==> config.mk <==
export PLATFORM = sky130hd
export DESIGN_NAME = cache_fill_fsm
export DESIGN_NICKNAME = d
export VERILOG_FILES = /design/src/rtl/cache_fill_fsm.sv
export SDC_FILE = /design/constraint.sdc
export NUM_CORES = 1
export LEC_CHECK = 0
export CAP_MARGIN = 20
export CORE_ASPECT_RATIO = 1.1
export CORE_MARGIN = 2
export CORE_UTILIZATION = 50
export CTS_BUF_LIST = sky130_fd_sc_hd__clkbuf_8 sky130_fd_sc_hd__clkbuf_16
export CTS_CLUSTER_DIAMETER = 100
export DETAILED_ROUTE_END_ITERATION = 7
export DONT_BUFFER_PORTS = 1
export GPL_ROUTABILITY_DRIVEN = 0
export PLACE_DENSITY = 0.68
export SYNTH_ARGS = -nofsm -noshare
export SYNTH_HDL_FRONTEND = slang
export SYNTH_SLANG_ARGS = --single-unit
==> constraint.sdc <==
create_clock -name clk -period 1.7 [get_ports clk]
set_input_delay 0.51 -clock clk [delete_from_list [all_inputs] [get_ports clk]]
set_output_delay 0.51 -clock clk [all_outputs]
set_load 0.02 [all_outputs]
==> src/rtl/cache_fill_fsm.sv <==
// Cache line fill initiator: on a miss, issues eight word reads for the 16-byte block,
// steers each returned word into the data array and writes the tag with the last word.
module cache_fill_fsm #(
  parameter int ADDR_WIDTH = 16
) (
  input  logic                  clk,
  input  logic                  rst,
  input  logic                  miss_detected,
  input  logic [ADDR_WIDTH-1:0] miss_address,
  input  logic                  memory_data_valid,
  input  logic [15:0]           memory_data,
  output logic [ADDR_WIDTH-1:0] memory_address,
  output logic                  mem_enable,
  output logic                  mem_wr,
  output logic                  fsm_busy,
  output logic                  write_data_array,
  output logic [2:0]            cache_word_offset,
  output logic [15:0]           cache_data,
  output logic                  write_tag_array,
  output logic                  fill_done
);

  typedef enum logic [1:0] {
    IDLE = 2'd0,
    FILL = 2'd1,
    DONE = 2'd2
  } state_t;

  state_t                state_q, state_d;
  logic [ADDR_WIDTH-5:0] base_q, base_d;
  logic [3:0]            issue_cnt_q, issue_cnt_d;
  logic [3:0]            recv_cnt_q, recv_cnt_d;
  logic                  accept;

  // The byte offset within the block is irrelevant: fills always start at word 0.
  logic [3:0]            unused_miss_offset;
  assign unused_miss_offset = miss_address[3:0];

  always_comb begin
    state_d           = state_q;
    base_d            = base_q;
    issue_cnt_d       = issue_cnt_q;
    recv_cnt_d        = recv_cnt_q;
    accept            = 1'b0;
    memory_address    = '0;
    mem_enable        = 1'b0;
    mem_wr            = 1'b0;
    fsm_busy          = 1'b0;
    write_data_array  = 1'b0;
    cache_word_offset = 3'd0;
    cache_data        = memory_data;
    write_tag_array   = 1'b0;
    fill_done         = 1'b0;

    case (state_q)
      IDLE: begin
        if (miss_detected) begin
          base_d      = miss_address[ADDR_WIDTH-1:4];
          issue_cnt_d = 4'd0;
          recv_cnt_d  = 4'd0;
          state_d     = FILL;
        end
      end

      FILL: begin
        fsm_busy       = 1'b1;
        mem_enable     = (issue_cnt_q < 4'd8);
        memory_address = {base_q, issue_cnt_q[2:0], 1'b0};
        if (mem_enable) begin
          issue_cnt_d = issue_cnt_q + 4'd1;
        end

        // Only words that answer an already-issued request are taken.
        accept = memory_data_valid && (recv_cnt_q < issue_cnt_q);
        if (accept) begin
          write_data_array  = 1'b1;
          cache_word_offset = recv_cnt_q[2:0];
          recv_cnt_d        = recv_cnt_q + 4'd1;
          if (recv_cnt_q == 4'd7) begin
            write_tag_array = 1'b1;
            state_d         = DONE;
          end
        end
      end

      DONE: begin
        fsm_busy  = 1'b1;
        fill_done = 1'b1;
        state_d   = IDLE;
      end

      default: begin
        state_d = IDLE;
      end
    endcase
  end

  always_ff @(posedge clk) begin
    if (rst) begin
      state_q     <= IDLE;
      base_q      <= '0;
      issue_cnt_q <= 4'd0;
      recv_cnt_q  <= 4'd0;
    end else begin
      state_q     <= state_d;
      base_q      <= base_d;
      issue_cnt_q <= issue_cnt_d;
      recv_cnt_q  <= recv_cnt_d;
    end
  end

endmodule

==> results.txt, run 1 <==
Part of the cycle the worst path needs = 1.30
Port Buffer Count = 0
Row count = 19
Num Clock Sinks = 22
Worst-skew pair later-pin latency = 260 ps
Crit-path cells = inv_2 -> ha_4 -> o211ai_1 -> o211ai_1 -> nor2_2 -> buf_6
Most used cell, CP = o211ai_1
Drt initial violations = 25
Reg area = 448 um2
Global-route wire length before repair = 5.69 mm
Initial Utilization = 0.537
Post-synth top flop = dfxtp_1
Hold path start = rst
GRT Overall Usage = 0.239
Slew @ Worst Pin = 536 ps
Start point of the critical path = issue_cnt_q[1]$_SDFFE_PP0P_
Initial antenna violation count = 0
Area growth, synth to finish = 36.4%
Yosys cell types = 35
CTS tree = built
CP startpoint kind = register
Hold Vio Cnt, Final = 0
GR Layer Usage met3 = 0.0530
CP top delay family = compound AO/OA/AOI/OAI gates
Syn Inst Count = 179
Avg Cell Area, Syn = 7.70 um2
Worst Setup End Kind = output port
Sequential share of the synthesized area = 0.319
Die height = 59.1 um
Max Slew Vio Count = 0
Ys Warns = 0
Placed cells = 215
Clk buf depth = 2
Vias in the first global route = 1264
Post-synth EDFFs = 0
M2 GR Usage = 0.408
Layout cells sized above 1 = 0.467
Die area = 0.00319 mm2
Synth area leaders = dfxtp_1, buf_4, ha_1
Final worst slack = -516 ps
Ant. Diodes = 0
Number of max-cap violations = 0
CP max stage cell = o211ai_1
Dominant cell type by area after synthesis = dfxtp_1
Reg2reg path depth = 7
Critical R2R Capture = state_q[1]$_SDFFE_PP0P_
Critical path class = register to output port
Wirelength, routed = 3.86 mm
Hpwl dp = 2.38 mm
Max Clk Rate = 0.451 GHz
Final Setup Violations = 26
Origin of the critical flop-to-flop path = issue_cnt_q[1]$_SDFFE_PP0P_
# IOs = 77
Clk_skew = 5.48 ps
RSZ-0062 raised after global routing = true
Power Density = 920 mW/mm2
Outcome = finished with violations
Busiest layer in global routing = met2
Reg2Reg Setup Slack = -290 ps
Failing checks = negative setup slack
Largest net degree at the start of global routing = 25
DIE WIDTH = 54.1 um
GR Util met1 = 0.285
Max incr delay on CP = 480 ps
CTS root buf = clkbuf_8
Remaining Overflow, GRT = 0
Critical Path AT = 1710 ps
Cell Area, Synth = 0.00138 mm2
Synth Register Bits = 22
Worst hold path depth = 1
Multi-input combinational cell area = 957 um2
Pwr Total = 1.73 mW
CP Max Fanout = 3
Core box area = 0.00257 mm2
Top cell type's share of synthesized area = 0.319
NumNets Final = 243
# fillers = 186
Min-Delay Endpoint = state_q[1]$_SDFFE_PP0P_
CTS H-tree lvls = 1
Num CTS Buffers = 3
Final min period = 2220 ps
Final Non-Filler Cells = 228
Worst min path class = primary input to register
Peak supply drop = 661 uV
DRT Pass-1 Iters = 4
CP Buf/Inv Count = 2
Post-DR wirelength/cell = 16.9 um
Via/cell ratio = 5.81
Core Util, Final = 0.732
Routed vias = 1325
Worst-path clk slew = 90 ps
Leak = 0.774 nW
Async SR Flop Fraction = 0
Max-slew headroom = 0.641
DRC = 0
Routed Antenna Nets = 0
Critical path required time = 1190 ps
==> stage by stage <==
step / setup slack, ps / setup TNS (ps) / area, um2 / hold slack, ps
5_1_grt: -592 / -6190 / 1880 / 282
3_3_place_gp: -181 / -868 / 1540 / 432
2_1_floorplan: -72.0 / -302 / 1440 / 432
6_report: -516 / -4480 / 1880 / 295
3_5_place_dp: -211 / -1130 / 1540 / 444
4_1_cts: -463 / -3070 / 1760 / 292
==> flip-flops by register name (all words and copies together), names as in the netlist <==
register     count
base_q          12
issue_cnt_q      4
recv_cnt_q       4
state_q          2
==> cell type report <==
cell class / count / area share
Multi-Input combinational cell: 126 / 0.509
Sequential cell: 22 / 0.238
Timing Repair Buffer: 39 / 0.190
Clock buffer: 4 / 0.0293
Tap cell: 31 / 0.0206
Inverter: 6 / 0.0133
==> worst max path at each step <==
stage	cells past startpoint	to	slack, ps
5_1_grt	6	write_data_array	-590
3_3_place_gp	7	state_q[1]$_SDFFE_PP0P_	-180
2_1_floorplan	4	memory_address[2]	-70
4_1_cts	6	write_data_array	-460
6_report	6	write_data_array	-520
3_5_place_dp	7	state_q[1]$_SDFFE_PP0P_	-210
==> synth_stat cells (2+ instances only) <==
cell type	number
nand2_1	30
dfxtp_1	22
buf_4	18
a21oi_1	16
and2_1	14
ha_1	9
nand3_1	8
clkbuf_1	6
nor2_1	6
inv_1	5
nand3b_1	4
nor2b_1	4
o211ai_1	4
o21ai_0	4
and3_1	3
or3_1	3
buf_2	2
nand2b_1	2
nand4_1	2
nor3_1	2
==> metal layers <==
layer	up-vias	part of all wire
met5	-	0
met1	620	0.42
li1	625	-
met3	15	0.071
met4	0	0.028
met2	65	0.49
==> power by group <==
group          leakage, nW  switching (mW)  internal [mW]
clock               0.0288           0.177          0.207
sequential           0.182          0.0301          0.559
combinational        0.563           0.400          0.357
total                0.774           0.607           1.12
==> cells by family after synthesis <==
family	count (synthesis)	synth area share
AOI/OAI and AO/OA	33	0.150
adders and majority gates	9	0.0817
buffers and inverters	32	0.138
DFF	22	0.319
other	1	0.00272
and+or+nand+nor	82	0.309
==> worst reg2reg max path, stage by stage (launching register included) <==
cell      delay, ps
dfxtp_2         330
inv_2            80
ha_4            200
o211ai_1        230
o211ai_1        250
buf_4           240
or3_4           380
a221oi_2        210
==> layout by cell type (no fill, tap or decap), types with 2 or more instances in the layout <==
cell type	n
nand2_1	30
buf_4	29
dfxtp_1	16
a21oi_1	15
and2_4	13
buf_6	7
nand3_1	6
dfxtp_2	6
ha_4	5
inv_2	4
o211ai_1	4
nor2b_1	4
nand3b_1	4
ha_1	4
clkbuf_8	4
nor2_4	3
and3_4	3
or3_4	3
o21ai_0	3
nand4_1	2
nor2_1	2
nand3_2	2
conb_1	2
==> what timing repair did <==
action	4_1_cts	5_1_grt
hold buffers	0	0
resized for setup	51	17
pin swaps	7	10
gates cloned	0	1
setup endpoints to repair	27	31
setup buffers	5	5
Power figures use the tool's default switching activity.
==> inputs of run 2 (changes only) <==
- CORE_UTILIZATION: 50 -> 41
- PLACE_DENSITY: 0.68 -> default
==> results.txt, run 2 (synthesis gave the netlist of run 1 again) <==
CP startpoint kind = register
Final min period = 2130 ps
Critical Path AT = 1620 ps
Wirelength, routed = 3.40 mm
Drt initial violations = 23
Core box area = 0.00328 mm2
Largest net degree at the start of global routing = 25
Worst-path clk slew = 80 ps
Origin of the critical flop-to-flop path = issue_cnt_q[1]$_SDFFE_PP0P_
Critical R2R Capture = state_q[1]$_SDFFE_PP0P_
Via/cell ratio = 5.52
DRT Pass-1 Iters = 4
Hold Vio Cnt, Final = 0
Commonest cells after routing, fill and taps aside = buf_4, nand2_1, a21oi_1, dfxtp_1, and2_4
Routed Antenna Nets = 0
Die area = 0.00384 mm2
Worst-skew pair later-pin latency = 260 ps
Largest Register = base_q
Final worst slack = -430 ps
DRC = 0
Reg2Reg Setup Slack = -350 ps
Post-DR wirelength/cell = 14.6 um
Critical path class = register to output port
Num CTS Buffers = 3
Port Buffer Count = 0
Initial Utilization = 0.421
Routed vias = 1286
Final Non-Filler Cells = 233
CTS tree = built
Placement Setup Slack = -211 ps
Failing checks = negative setup slack
Hold WS = 295 ps
Power Density = 951 mW/mm2
CTS root buf = clkbuf_8
Global-route wire length before repair = 5.29 mm
# IOs = 77
Max Slew Vio Count = 0
Largest regs = base_q x12, issue_cnt_q x4, recv_cnt_q x4
Die height = 64.8 um
Final Setup Violations = 16
Ant. Diodes = 0
DIE WIDTH = 59.3 um
Max Clk Rate = 0.470 GHz
Worst min path class = primary input to register
Hold path start = rst
Clk buf depth = 2
Area growth, synth to finish = 34.0%
Min-Delay Endpoint = state_q[1]$_SDFFE_PP0P_
Peak supply drop = 656 uV
Worst hold path depth = 1
Dpl cell area = 0.00154 mm2
Hpwl dp = 2.43 mm
Part of the cycle the worst path needs = 1.25
Max reg flops = 12
Outcome = finished with violations
Num Clock Sinks = 22
Final instance area = 0.00185 mm2
Commonest non-fill, non-tap cell in the layout = buf_4
CTS H-tree lvls = 1
Pwr Total = 1.76 mW
Layout cells sized above 1 = 0.437
RSZ-0062 raised after global routing = true
Placed cells = 220
Initial antenna violation count = 0
Critical path required time = 1190 ps
Clk_skew = 0.817 ps
GRT Overall Usage = 0.177
Remaining Overflow, GRT = 0
Leak = 0.762 nW
Number of max-cap violations = 0
Vias in the first global route = 1196
NumNets Final = 243
Hold-fix buffers, CTS = 0
Worst Setup End Kind = output port
Reg2reg path depth = 9
CP Max Fanout = 2
Row count = 22
## run 2: cell types whose count changed in the layout (fill, tap and decap cells not counted), sizes merged
cell,change
bufinv,+1
clkbuf,-1
## run 2: worst max-delay path, cell delays in order, from the launching register on
cell      delay (ps)
dfxtp_2          340
inv_2             50
ha_4             250
o211ai_1          90
o211ai_1         300
buf_4            170
nor2_2            30
buf_6            120
## run 2: worst max-delay path by stage
stage / from / endpoint
finish: issue_cnt_q[3]$_SDFFE_PP0P_ / write_data_array
global route: issue_cnt_q[1]$_SDFFE_PP0P_ / write_tag_array
detailed placement: issue_cnt_q[1]$_SDFFE_PP0P_ / state_q[1]$_SDFFE_PP0P_
global placement: issue_cnt_q[1]$_SDFFE_PP0P_ / state_q[1]$_SDFFE_PP0P_
floorplan: state_q[1]$_SDFFE_PP0P_ / memory_address[2]
CTS: issue_cnt_q[1]$_SDFFE_PP0P_ / write_tag_array
## run 2: cell type report
type	instances	area, um2
Inverter	6	30.0
Sequential cell	22	448
Tap cell	36	45.0
Timing Repair Buffer	39	345
Multi-Input combinational cell	126	908
Clock buffer	3	41.3
Fill cell	290	1430
Clock inverter	1	30.0
## run 2: where the power goes
part / switching, mW / total (mW) / internal (mW)
clock: 0.170 / 0.485 / 0.314
sequential: 0.0290 / 0.588 / 0.559
combinational: 0.362 / 0.686 / 0.324
total: 0.562 / 1.76 / 1.20
## run 2: repair_timing
item | CTS | global route
cloned | 0 | 1
pin swaps | 5 | 12
endpoints found under the setup margin | 28 | 30
resized for setup | 41 | 16
setup buffers | 2 | 6
## run 2: stage by stage
stage               setup TNS [ps]   util
global route                 -5100  0.564
CTS                          -2900  0.524
global placement             -1380  0.471
detailed placement           -1460  0.471
finish                       -3560  0.564
floorplan                     -302      -
## run 2: metal layers
layer / global-route usage / routed length [um] / vias to the layer above
li1: - / - / 627
met1: 0.212 / 1390 / 597
met2: 0.293 / 1730 / 57
met3: 0.0559 / 254 / 5
met4: 0.0597 / 38 / 0
met5: 0 / 0 / -
